===== src/rtl/serial_addsub_ctrl.sv =====
// Bit-serial adder/subtractor controller.
// Operands pass LSB first through one NAND-gate full-adder cell, one bit per
// clock. Subtraction adds the inverted op_b with the carry preset to 1.
// Optional feature macro: SERIAL_ADDSUB_OVF_EN adds a registered signed-overflow
// output 'ovf'.
module serial_addsub_ctrl #(
  parameter int unsigned WIDTH = 8
) (
  input  logic             clk,
  input  logic             rst_n,
  input  logic             start,
  input  logic             sub,
  input  logic [WIDTH-1:0] op_a,
  input  logic [WIDTH-1:0] op_b,
  output logic             busy,
  output logic             done,
  output logic [WIDTH-1:0] result,
  output logic             cout
`ifdef SERIAL_ADDSUB_OVF_EN
  ,
  output logic             ovf
`endif
);

  localparam int unsigned    CntW    = $clog2(WIDTH) + 1;
  localparam logic [CntW-1:0] LastBit = CntW'(WIDTH - 1);

  typedef enum logic [1:0] {StIdle, StRun, StDone} state_e;

  state_e            state_q;
  logic [WIDTH-1:0]  a_sh_q;
  logic [WIDTH-1:0]  b_sh_q;
  logic              carry_q;
  logic [CntW-1:0]   cnt_q;
  logic              fa_sum;
  logic              fa_cout;

  // The only arithmetic in the block: one bit slice per clock.
  nand_full_adder u_fa (
    .a    (a_sh_q[0]),
    .b    (b_sh_q[0]),
    .cin  (carry_q),
    .sum  (fa_sum),
    .cout (fa_cout)
  );

  // Controller FSM with datapath registers and registered outputs.
  always_ff @(posedge clk or negedge rst_n) begin
    if (!rst_n) begin
      state_q <= StIdle;
      a_sh_q  <= '0;
      b_sh_q  <= '0;
      carry_q <= 1'b0;
      cnt_q   <= '0;
      busy    <= 1'b0;
      done    <= 1'b0;
      result  <= '0;
      cout    <= 1'b0;
`ifdef SERIAL_ADDSUB_OVF_EN
      ovf     <= 1'b0;
`endif
    end else begin
      unique case (state_q)
        StIdle: begin
          done <= 1'b0;
          if (start) begin
            state_q <= StRun;
            busy    <= 1'b1;
            a_sh_q  <= op_a;
            // Two's complement subtract: a + ~b + 1
            b_sh_q  <= op_b ^ {WIDTH{sub}};
            carry_q <= sub;
            cnt_q   <= '0;
          end
        end
        StRun: begin
          a_sh_q  <= {1'b0, a_sh_q[WIDTH-1:1]};
          b_sh_q  <= {1'b0, b_sh_q[WIDTH-1:1]};
          // Result fills from the top; after WIDTH shifts bit 0 is the LSB sum.
          result  <= {fa_sum, result[WIDTH-1:1]};
          carry_q <= fa_cout;
          cnt_q   <= cnt_q + CntW'(1);
          if (cnt_q == LastBit) begin
            state_q <= StDone;
            busy    <= 1'b0;
            done    <= 1'b1;
            cout    <= fa_cout;
`ifdef SERIAL_ADDSUB_OVF_EN
            // carry_q here is the carry into the MSB slice.
            ovf     <= carry_q ^ fa_cout;
`endif
          end
        end
        StDone: begin
          state_q <= StIdle;
          done    <= 1'b0;
        end
        default: begin
          state_q <= StIdle;
          busy    <= 1'b0;
          done    <= 1'b0;
        end
      endcase
    end
  end

endmodule

// 1-bit full adder built from nine 2-input NAND gates.
module nand_full_adder (
  input  logic a,
  input  logic b,
  input  logic cin,
  output logic sum,
  output logic cout
);

  logic n1, n2, n3, n4, n5, n6, n7;

  assign n1   = ~(a & b);
  assign n2   = ~(a & n1);
  assign n3   = ~(b & n1);
  assign n4   = ~(n2 & n3);   // a ^ b
  assign n5   = ~(n4 & cin);
  assign n6   = ~(n4 & n5);
  assign n7   = ~(cin & n5);
  assign sum  = ~(n6 & n7);
  assign cout = ~(n1 & n5);

endmodule


===== config.mk =====
export PLATFORM = sky130hd
export DESIGN_NAME = serial_addsub_ctrl
export DESIGN_NICKNAME = d
export VERILOG_FILES = /design/src/rtl/serial_addsub_ctrl.sv
export SDC_FILE = /design/constraint.sdc
export NUM_CORES = 1
export LEC_CHECK = 0
export ABC_CLOCK_PERIOD_IN_PS = 1460
export CELL_PAD_IN_SITES_DETAIL_PLACEMENT = 1
export CELL_PAD_IN_SITES_GLOBAL_PLACEMENT = 1
export CORE_MARGIN = 8
export CORE_UTILIZATION = 36
export CTS_CLUSTER_SIZE = 12
export DETAILED_ROUTE_END_ITERATION = 8
export PLACE_DENSITY_LB_ADDON = 0.05
export SYNTH_ARGS = -nofsm -noshare
export SYNTH_HDL_FRONTEND = slang
export SYNTH_SLANG_ARGS = --single-unit

===== constraint.sdc =====
create_clock -name clk -period 1.46 [get_ports clk]
set_clock_uncertainty 0.15 [all_clocks]
set_input_delay 0.292 -clock clk [delete_from_list [all_inputs] [get_ports clk]]
set_output_delay 0.292 -clock clk [all_outputs]
set_load 0.005 [all_outputs]

==> metrics.txt <==
status finished with violations; violated checks setup timing; Synth cell types 30; Post-synth top cells dfrtp_1, a21oi_1, mux2_2, nor2b_1, o21ai_0; Comb power frac 46.2%; total congestion overflow 0; Max Slew Vio Count 0; antenna violations before repair 0; period utilization 104%; share of layout cells above drive strength 1 31.0%; WHS 233 ps; Final HPWL DP 2.98 mm; Final Hold Viols 0; number of synthesized flops with an enable pin 0; Nets 222; post-synth top area share 52.9%; critical path peak fanout 2; maximum clock insertion buffer count 2; IO buf count 30; dominant cell type by area after synthesis dfrtp_1; total number of vias 1338; Final Critical Period 1520 ps; clk slew on worst S/H paths 60 ps; final WL 4.37 mm; first-pass GRT wire length 7.29 mm; Crit. End Element register; RSZ-0062 raised after global routing true; Power Internal 2750 µW; Main synth FF type dfrtp_1; First-pass DRT Iterations 4; fin cells 252; WL/cell 17.3 µm; Area contributors post-synth dfrtp_1, mux2_2, a22oi_1, nor2b_1, xnor2_1; Worst-Margin Slew 244 ps; drc violations 0; Leakage 0.00107 µW; Final setup viols 1; num ports 31; # H-tree levels 2; Inst Count DP 233; part of the power in the clock network 16.0%; Post-synth ARST share 100%; die area 6860 µm²; Die Span Y 82.8 µm; Fmax 659 MHz; Syn Inst Count 144; CORE AREA 4320 µm²; sequential share of the synthesized area 52.9%; root buffer cell clkbuf_8; Setup TNS -58.0 ps; worst r2r path cells 4; hold bufs inserted after CTS 0; worst path required time 1470 ps; Power Density 1750 nW/µm²; row count 24; initial drt markers 34; post-synthesis instance area 1610 µm²; CP Data Arrival Time 1530 ps; synthesized flop and latch total 34; routability cong. 0.684; Sw Pwr 1320 µW; CTS Sinks 34; max_cap viols 0; Startpoint Class register; Mean Syn Cell Area 11.2 µm²; CTS tree built; number of global-route vias before repair 1515; Syn Nets 166; YS warnings 0; final setup margin -58.0 ps; largest net degree at the start of global routing 35; initial core utilization 37.2%; CTS buffer count 5; Hold WC Path Type in2async; Sw Share 32.4%; VDD IR-drop max 0.000579 V; Final ANT Viol Nets 0; # diodes 0; Die Width 82.8 µm; Clock Latency Late Sink 280 ps; sequential power share 37.9%; vias per cell 5.31; Total GRT Usage 12.6%; critical path class reg2reg; relative slew slack 83.7%; Layout area overhead 44.4%; most frequent cell after synthesis dfrtp_1
==> what timing repair did <==
| action | in CTS | in global routing |
|---|---|---|
| setup endpoints to repair | 29 | 23 |
| setup buffers | 8 | 2 |
| pin swaps | 2 | 7 |
| cloned | 1 | 1 |
| gates resized for setup | 17 | 17 |
==> area by class of cell <==
| cell class | count | area (µm²) |
|---|---|---|
| Clock buffer | 7 | 76.3 |
| Sequential cell | 34 | 851 |
| Tap cell | 52 | 65.1 |
| Multi-Input combinational cell | 98 | 793 |
| Inverter | 2 | 7.51 |
| Timing Repair Buffer | 59 | 529 |
| Fill cell | 475 | 2000 |
==> critical path, cell delays in order (launching register included) <==
cell and delay [ps]:
dfrtp_1 400, ha_2 190, and3b_2 230, and2_4 150
mux2_4 280
==> layer usage <==
layer | track usage [%] | wire, µm
met5 | 0 | 0
met3 | 4.79 | 202
met4 | 2.88 | 21
met2 | 21.6 | 2240
met1 | 14.4 | 1910
==> power groups by stage <==
stage / registers, µW / clock network (µW) / logic (µW)
3_5_place_dp: 1570 / 0 / 1580
3_3_place_gp: 1540 / 0 / 1510
2_1_floorplan: 1520 / 0 / 849
6_report: 1540 / 650 / 1880
4_1_cts: 1530 / 682 / 1680
5_1_grt: 1590 / 715 / 2050
==> cells by family after synthesis <==
kind of cell,count (synthesis),share of synthesized area (%)
buffers and inverters,13,3.81
multiplexers,11,7.70
adder cells (fa/ha/maj),2,2.02
flip-flops,34,52.9
XOR/XNOR,8,4.36
AND/OR/NAND/NOR,31,9.96
AO/OA/AOI/OAI,45,19.2
==> sequential cells by signal, summed over array words and instances, names as in the netlist <==
signal and cells:
busy 1, a_sh_q 8, done 1, state_q 2, cout 1, result 8, b_sh_q 8, carry_q 1
cnt_q 4
==> layout by cell type, fill, tap and decap left out, drive strengths merged <==
master         Yosys  final
xor2               1      1
and2               1      1
buf                7     29
nor2               5      5
and3b              1      1
clkdlybuf4s50      0     18
o21bai             1      2
fa                 1      1
dfrtp             34     34
a22oi             10     10
clkbuf             4      7
nand4              1      1
nor2b             11     11
a211oi             1      1
a21oi             11     11
o211ai             2      2
o32ai              1      1
dlygate4sd2        0     12
mux2              11     11
inv                2      2
nand2             10     10
o221ai             3      3
o21a               1      1
a22o               2      2
nand3              1      1
o21ai             11     11
xnor2              7      7
or3b               1      1
ha                 1      1
a221o              2      2
==> final timing paths <==
path                                 startpoint                    end  slack [ps]
setup / recovery           cnt_q[0]$_DFFE_PN0P_       cout$_DFFE_PN0P_         -60
hold / removal                            rst_n   cnt_q[1]$_DFFE_PN0P_         230
setup reg to reg           cnt_q[0]$_DFFE_PN0P_       cout$_DFFE_PN0P_         -60
hold reg to reg                done$_DFFE_PN0P_       done$_DFFE_PN0P_         350
max in group asynchronous                 rst_n  result[6]$_DFFE_PN0P_         740
min in group clk               done$_DFFE_PN0P_       done$_DFFE_PN0P_         350
==> per-stage QoR <==
step | util [%] | power (µW) | area, µm² | worst slack [ps]
final | 53.7 | 4070 | 2320 | -58.0
after global routing | 53.7 | 4360 | 2320 | -86.9
after CTS | 51.7 | 3890 | 2240 | -15.1
after detailed placement | 48.4 | 3150 | 2090 | -322
after global placement | 48.4 | 3050 | 2090 | -270
after floorplan | - | 2370 | 1620 | -7.97
Note: power is estimated with default switching activity, not from simulation.
==> variant 1: new RTL, same flow settings <==
Encoding of `state_e`: now one-hot (3 bits for 3 states).
--- a/src/rtl/serial_addsub_ctrl.sv
+++ b/src/rtl/serial_addsub_ctrl.sv
@@ -25,7 +25,7 @@
   localparam int unsigned    CntW    = $clog2(WIDTH) + 1;
   localparam logic [CntW-1:0] LastBit = CntW'(WIDTH - 1);
 
-  typedef enum logic [1:0] {StIdle, StRun, StDone} state_e;
+  typedef enum logic [2:0] {StIdle = 3'b001, StRun = 3'b010, StDone = 3'b100} state_e;
 
   state_e            state_q;
   logic [WIDTH-1:0]  a_sh_q;
Formal check against the unedited RTL: no difference found for any inputs over 10 cycles, from zero or initial values and one cycle with rst_n low; not proved beyond that.
==> variant 1 against the unedited design <==
- the run still ends with negative setup slack left
- non-clock buffer count rose by 1
- sequential cell count rose by 1
- final area rose by 5.4%
- worst setup slack got worse by 0.072 ns
- routed wire length rose by 0.18%
- total power rose by 6.3%
- synthesized area fell by 2.6%
- highest routed layer unchanged
==> variant 1: results (changes against the unedited design) <==
wl_met2_mm: 2.28  # was 2.24 mm
first_pass_iters: 3  # was 4
grt_max_degree: 36  # was 35
instances_no_fill: 260  # was 252
setup_ws_ns: -0.130  # was -0.0580 ns
r2r-end: "a_sh_q[2]$_DFFE_PN0P_"  # was cout$_DFFE_PN0P_
placed_area_sq_um: 2090  # about the same
syn-num-nets: 172  # was 166
grtUsageMet3_pct: 4.49  # was 4.79%
drtIter0Drc: 51  # was 34
violations: "negative setup slack"  # unchanged
status: "finished with violations"  # unchanged
synth_common_cells: "dfrtp_1, nand2_1, nor3_1, o22ai_1, nor2_1"  # was dfrtp_1, a21oi_1, mux2_2, nor2b_1, o21ai_0
post-place-cells: 238  # was 233
fin_setup_tns_ns: -2.54  # was -0.0580 ns
place_congestion: 0.671  # was 0.684
r2r.worst_path.cells: 5  # was 4
cpMaxStageDelayCell: "dfstp_2"  # was dfrtp_1
p_leak_nw: 1.16  # was 1.07 nW
first_global_vias: 1472  # was 1,515
synth.distinct_cells: 33  # was 30
synthTopCellsByArea: "dfrtp_1, nand2_1, o22ai_1, xor2_1, nor3_1"  # was dfrtp_1, mux2_2, a22oi_1, nor2b_1, xnor2_1
setup_viol: 32  # was 1
wl_mm: 4.38  # was 4.37 mm
layout-drive-gt1-share_pct: 29.8  # was 31.0%
-- variant 1: cell types whose count changed after synthesis, sizes merged, moves of 7 or more --
cell,unedited run,this run
a21oi,11,4
a22oi,10,0
mux2,11,1
nand2,10,29
nor2b,11,0
nor3,0,11
o21ai,11,4
o22ai,0,11
-- variant 1: area by class of cell --
| type | count | area [sq um] |
|---|---|---|
| clock inverters | 1 | 5.00 |
| fillers | 462 | 1820 |
| repair buffers | 60 | 672 |
| flip-flops and latches | 35 | 877 |
| clock buffers | 7 | 76.3 |
| well taps | 52 | 65.1 |
| multi-input cells | 102 | 742 |
| inverters | 3 | 11.3 |
-- variant 1: cells by family after synthesis --
| family | after synthesis | share of synthesized area [%] |
|---|---|---|
| adder cells (fa/ha/maj) | 2 | 2.08 |
| multiplexers | 5 | 3.28 |
| flip-flops | 35 | 56.0 |
| XOR/XNOR | 9 | 5.04 |
| AND/OR/NAND/NOR | 61 | 19.0 |
| AO/OA/AOI/OAI | 25 | 10.2 |
| buffers and inverters | 13 | 4.32 |
-- variant 1: worst min-delay path by stage --
stage                                   to  cells after the start  slack, ns            startpoint
CTS                 state_q[1]$_DFFE_PN0P_                      2       0.23                 rst_n
detailed placement    cnt_q[3]$_DFFE_PN0P_                      1       0.32  cnt_q[3]$_DFFE_PN0P_
global route         b_sh_q[1]$_DFFE_PN0P_                      2       0.24                 rst_n
global placement      cnt_q[3]$_DFFE_PN0P_                      1       0.31  cnt_q[3]$_DFFE_PN0P_
finish              state_q[1]$_DFFE_PN0P_                      2       0.22                 rst_n
floorplan            a_sh_q[0]$_DFFE_PN0P_                      0      -0.15                 rst_n
-- variant 1: where the power goes --
part	switching [W]	internal, W	total, W
Sequential	0.000235	0.00136	0.00160
Combinational	0.000922	0.00113	0.00205
Clock	0.000348	0.000335	0.000683
==> variant 2: new RTL, same settings <==
Without the edit above. Set the parameter `WIDTH` to 4 (it was 8).
--- a/src/rtl/serial_addsub_ctrl.sv
+++ b/src/rtl/serial_addsub_ctrl.sv
@@ -4,7 +4,7 @@
 // Optional feature macro: SERIAL_ADDSUB_OVF_EN adds a registered signed-overflow
 // output 'ovf'.
 module serial_addsub_ctrl #(
-  parameter int unsigned WIDTH = 8
+  parameter int unsigned WIDTH = 4
 ) (
   input  logic             clk,
   input  logic             rst_n,
Interface: changed (resized op_a, op_b and result); port bits go from 31 to 19. No check against the original RTL was run, so the function may have changed too.
==> variant 2 against the unedited design <==
- die area fell by 31%
- routed wire length fell by 45%
- final area fell by 41%
- sequential cell count fell by 13
- total power fell by 38%
- utilization fell by 3.0 points
- synthesized area fell by 37%
- combinational power fell by 34%
- worst setup slack improved by 0.076 ns
- sequential power fell by 36%
- fmax rose by 5.3%
- hold slack got worse by 0.071 ns
- via count fell by 39%
- critical endpoint unchanged
- highest routed layer unchanged
==> variant 2: results (changes against the unedited design) <==
synth_common_cells: "dfrtp_1, nand2_1, a22oi_1"  # was dfrtp_1, a21oi_1, mux2_2, nor2b_1, o21ai_0
num_vias: 814  # was 1,338
synth_xor_area_share_pct: 3.48  # was 4.36%
grtUsageTotal_pct: 11.3  # was 12.6%
yosys_warnings: 0  # unchanged
antenna_found_initial: 0  # unchanged
synth_seq_area_share_pct: 52.2  # was 52.9%
cp_slowest_stage_delay_ns: 0.41
muxShareOfSynthArea_pct: 1.49  # was 7.70%
peakVddDrop_v: 0.000978  # was 0.000579 V
hold-worst-slack_ns: 0.162  # was 0.233 ns
dp_hpwl_mm: 1.75  # was 2.98 mm
setup_ws_ns: 0.0184  # was -0.0580 ns
ctsLongestPathBuffers: 2  # unchanged
cts-root-buf: "clkbuf_4"  # was clkbuf_8
status: "finished, final reports clean"  # was finished with violations
syn-num-nets: 109  # was 166
dpl_worst_slack_ns: -0.184  # was -0.322 ns
grt_pass1_wl_mm: 4.02  # was 7.29 mm
fin_nets: 145  # was 222
r2r-start: "cnt_q[1]$_DFFE_PN0P_"  # was cnt_q[0]$_DFFE_PN0P_
layout-drive-gt1-share_pct: 22.5  # was 31.0%
critPathTopFamily: "flip-flops"  # unchanged
async_flop_share_pct: 100  # unchanged
cpMaxStageDelayCell: "dfrtp_1"  # unchanged
cts_buffers: 3  # was 5
wire_per_inst_um: 15.1  # was 17.3 um
synth_adder_area_share_pct: 4.48  # was 2.02%
hold_class: "primary input to async pin"  # unchanged
grtUsageMet3_pct: 2.58  # was 4.79%
synthTopCellsByArea: "dfrtp_1, nand2_1, a22oi_1, xor2_1, a21oi_1"  # was dfrtp_1, mux2_2, a22oi_1, nor2b_1, xnor2_1
port_buffers: 18  # was 30
cts_setup_buffers: 5  # was 8
met3_length_um: 115  # was 202 um
arrival_ns: 1.50  # was 1.53 ns
synth-compound-area-share_pct: 16.4  # was 19.2%
ctsResizeCount: 8  # was 17
htree_num_levels: 1  # was 2
globalRouteMet2Util_pct: 18.3  # was 21.6%
grt_max_degree: 22  # was 35
first_global_vias: 845  # was 1,515
worstSkewPairLatency_ns: 0.32  # was 0.28 ns
placed_area_sq_um: 1280  # was 2090 sq um
max_slew_margin_pct: 77.9  # was 83.7%
groute.layer.met1.usage_pct: 14.0  # was 14.4%
synthCells: 94  # was 144
synth.distinct_cells: 28  # was 30
wl_met2_mm: 1.13  # was 2.24 mm
r2r.worst_path.cells: 4  # unchanged
place_congestion: 0.787  # was 0.684
instances_no_fill: 160  # was 252
wl_met1_mm: 1.12  # was 1.91 mm
top_regs: "a_sh_q: 4 flops, b_sh_q: 4 flops, result: 4 flops"  # was a_sh_q: 8 flops, b_sh_q: 8 flops, result: 8 flops
drtIter0Drc: 21  # was 34
p_leak_nw: 0.677  # was 1.07 nW
clk_pin_slew_worst_paths_ns: 0.13  # was 0.06 ns
variant 2: layout make-up:
cell class	instances	area, sq um
Multi-Input combinational cell	67	464
Inverter	2	7.51
Sequential cell	21	526
Clock buffer	4	26.3
Timing Repair Buffer	35	313
Fill cell	308	1340
Tap cell	31	38.8
variant 2: power breakdown:
group	leakage (nW)	internal [W]	switching (W)
Sequential	0.270	0.000819	0.000170
Clock	0.0150	0.000107	0.000195
Combinational	0.392	0.000682	0.000563
Total	0.677	0.00161	0.000928
variant 2: worst max path at each step:
stage | end | from
CTS | result[1] | result[1]$_DFFE_PN0P_
floorplan | cout$_DFFE_PN0P_ | cnt_q[0]$_DFFE_PN0P_
finish | cout$_DFFE_PN0P_ | cnt_q[1]$_DFFE_PN0P_
detailed placement | b_sh_q[3]$_DFFE_PN0P_ | start
global placement | b_sh_q[0]$_DFFE_PN0P_ | start
global route | cout$_DFFE_PN0P_ | cnt_q[1]$_DFFE_PN0P_
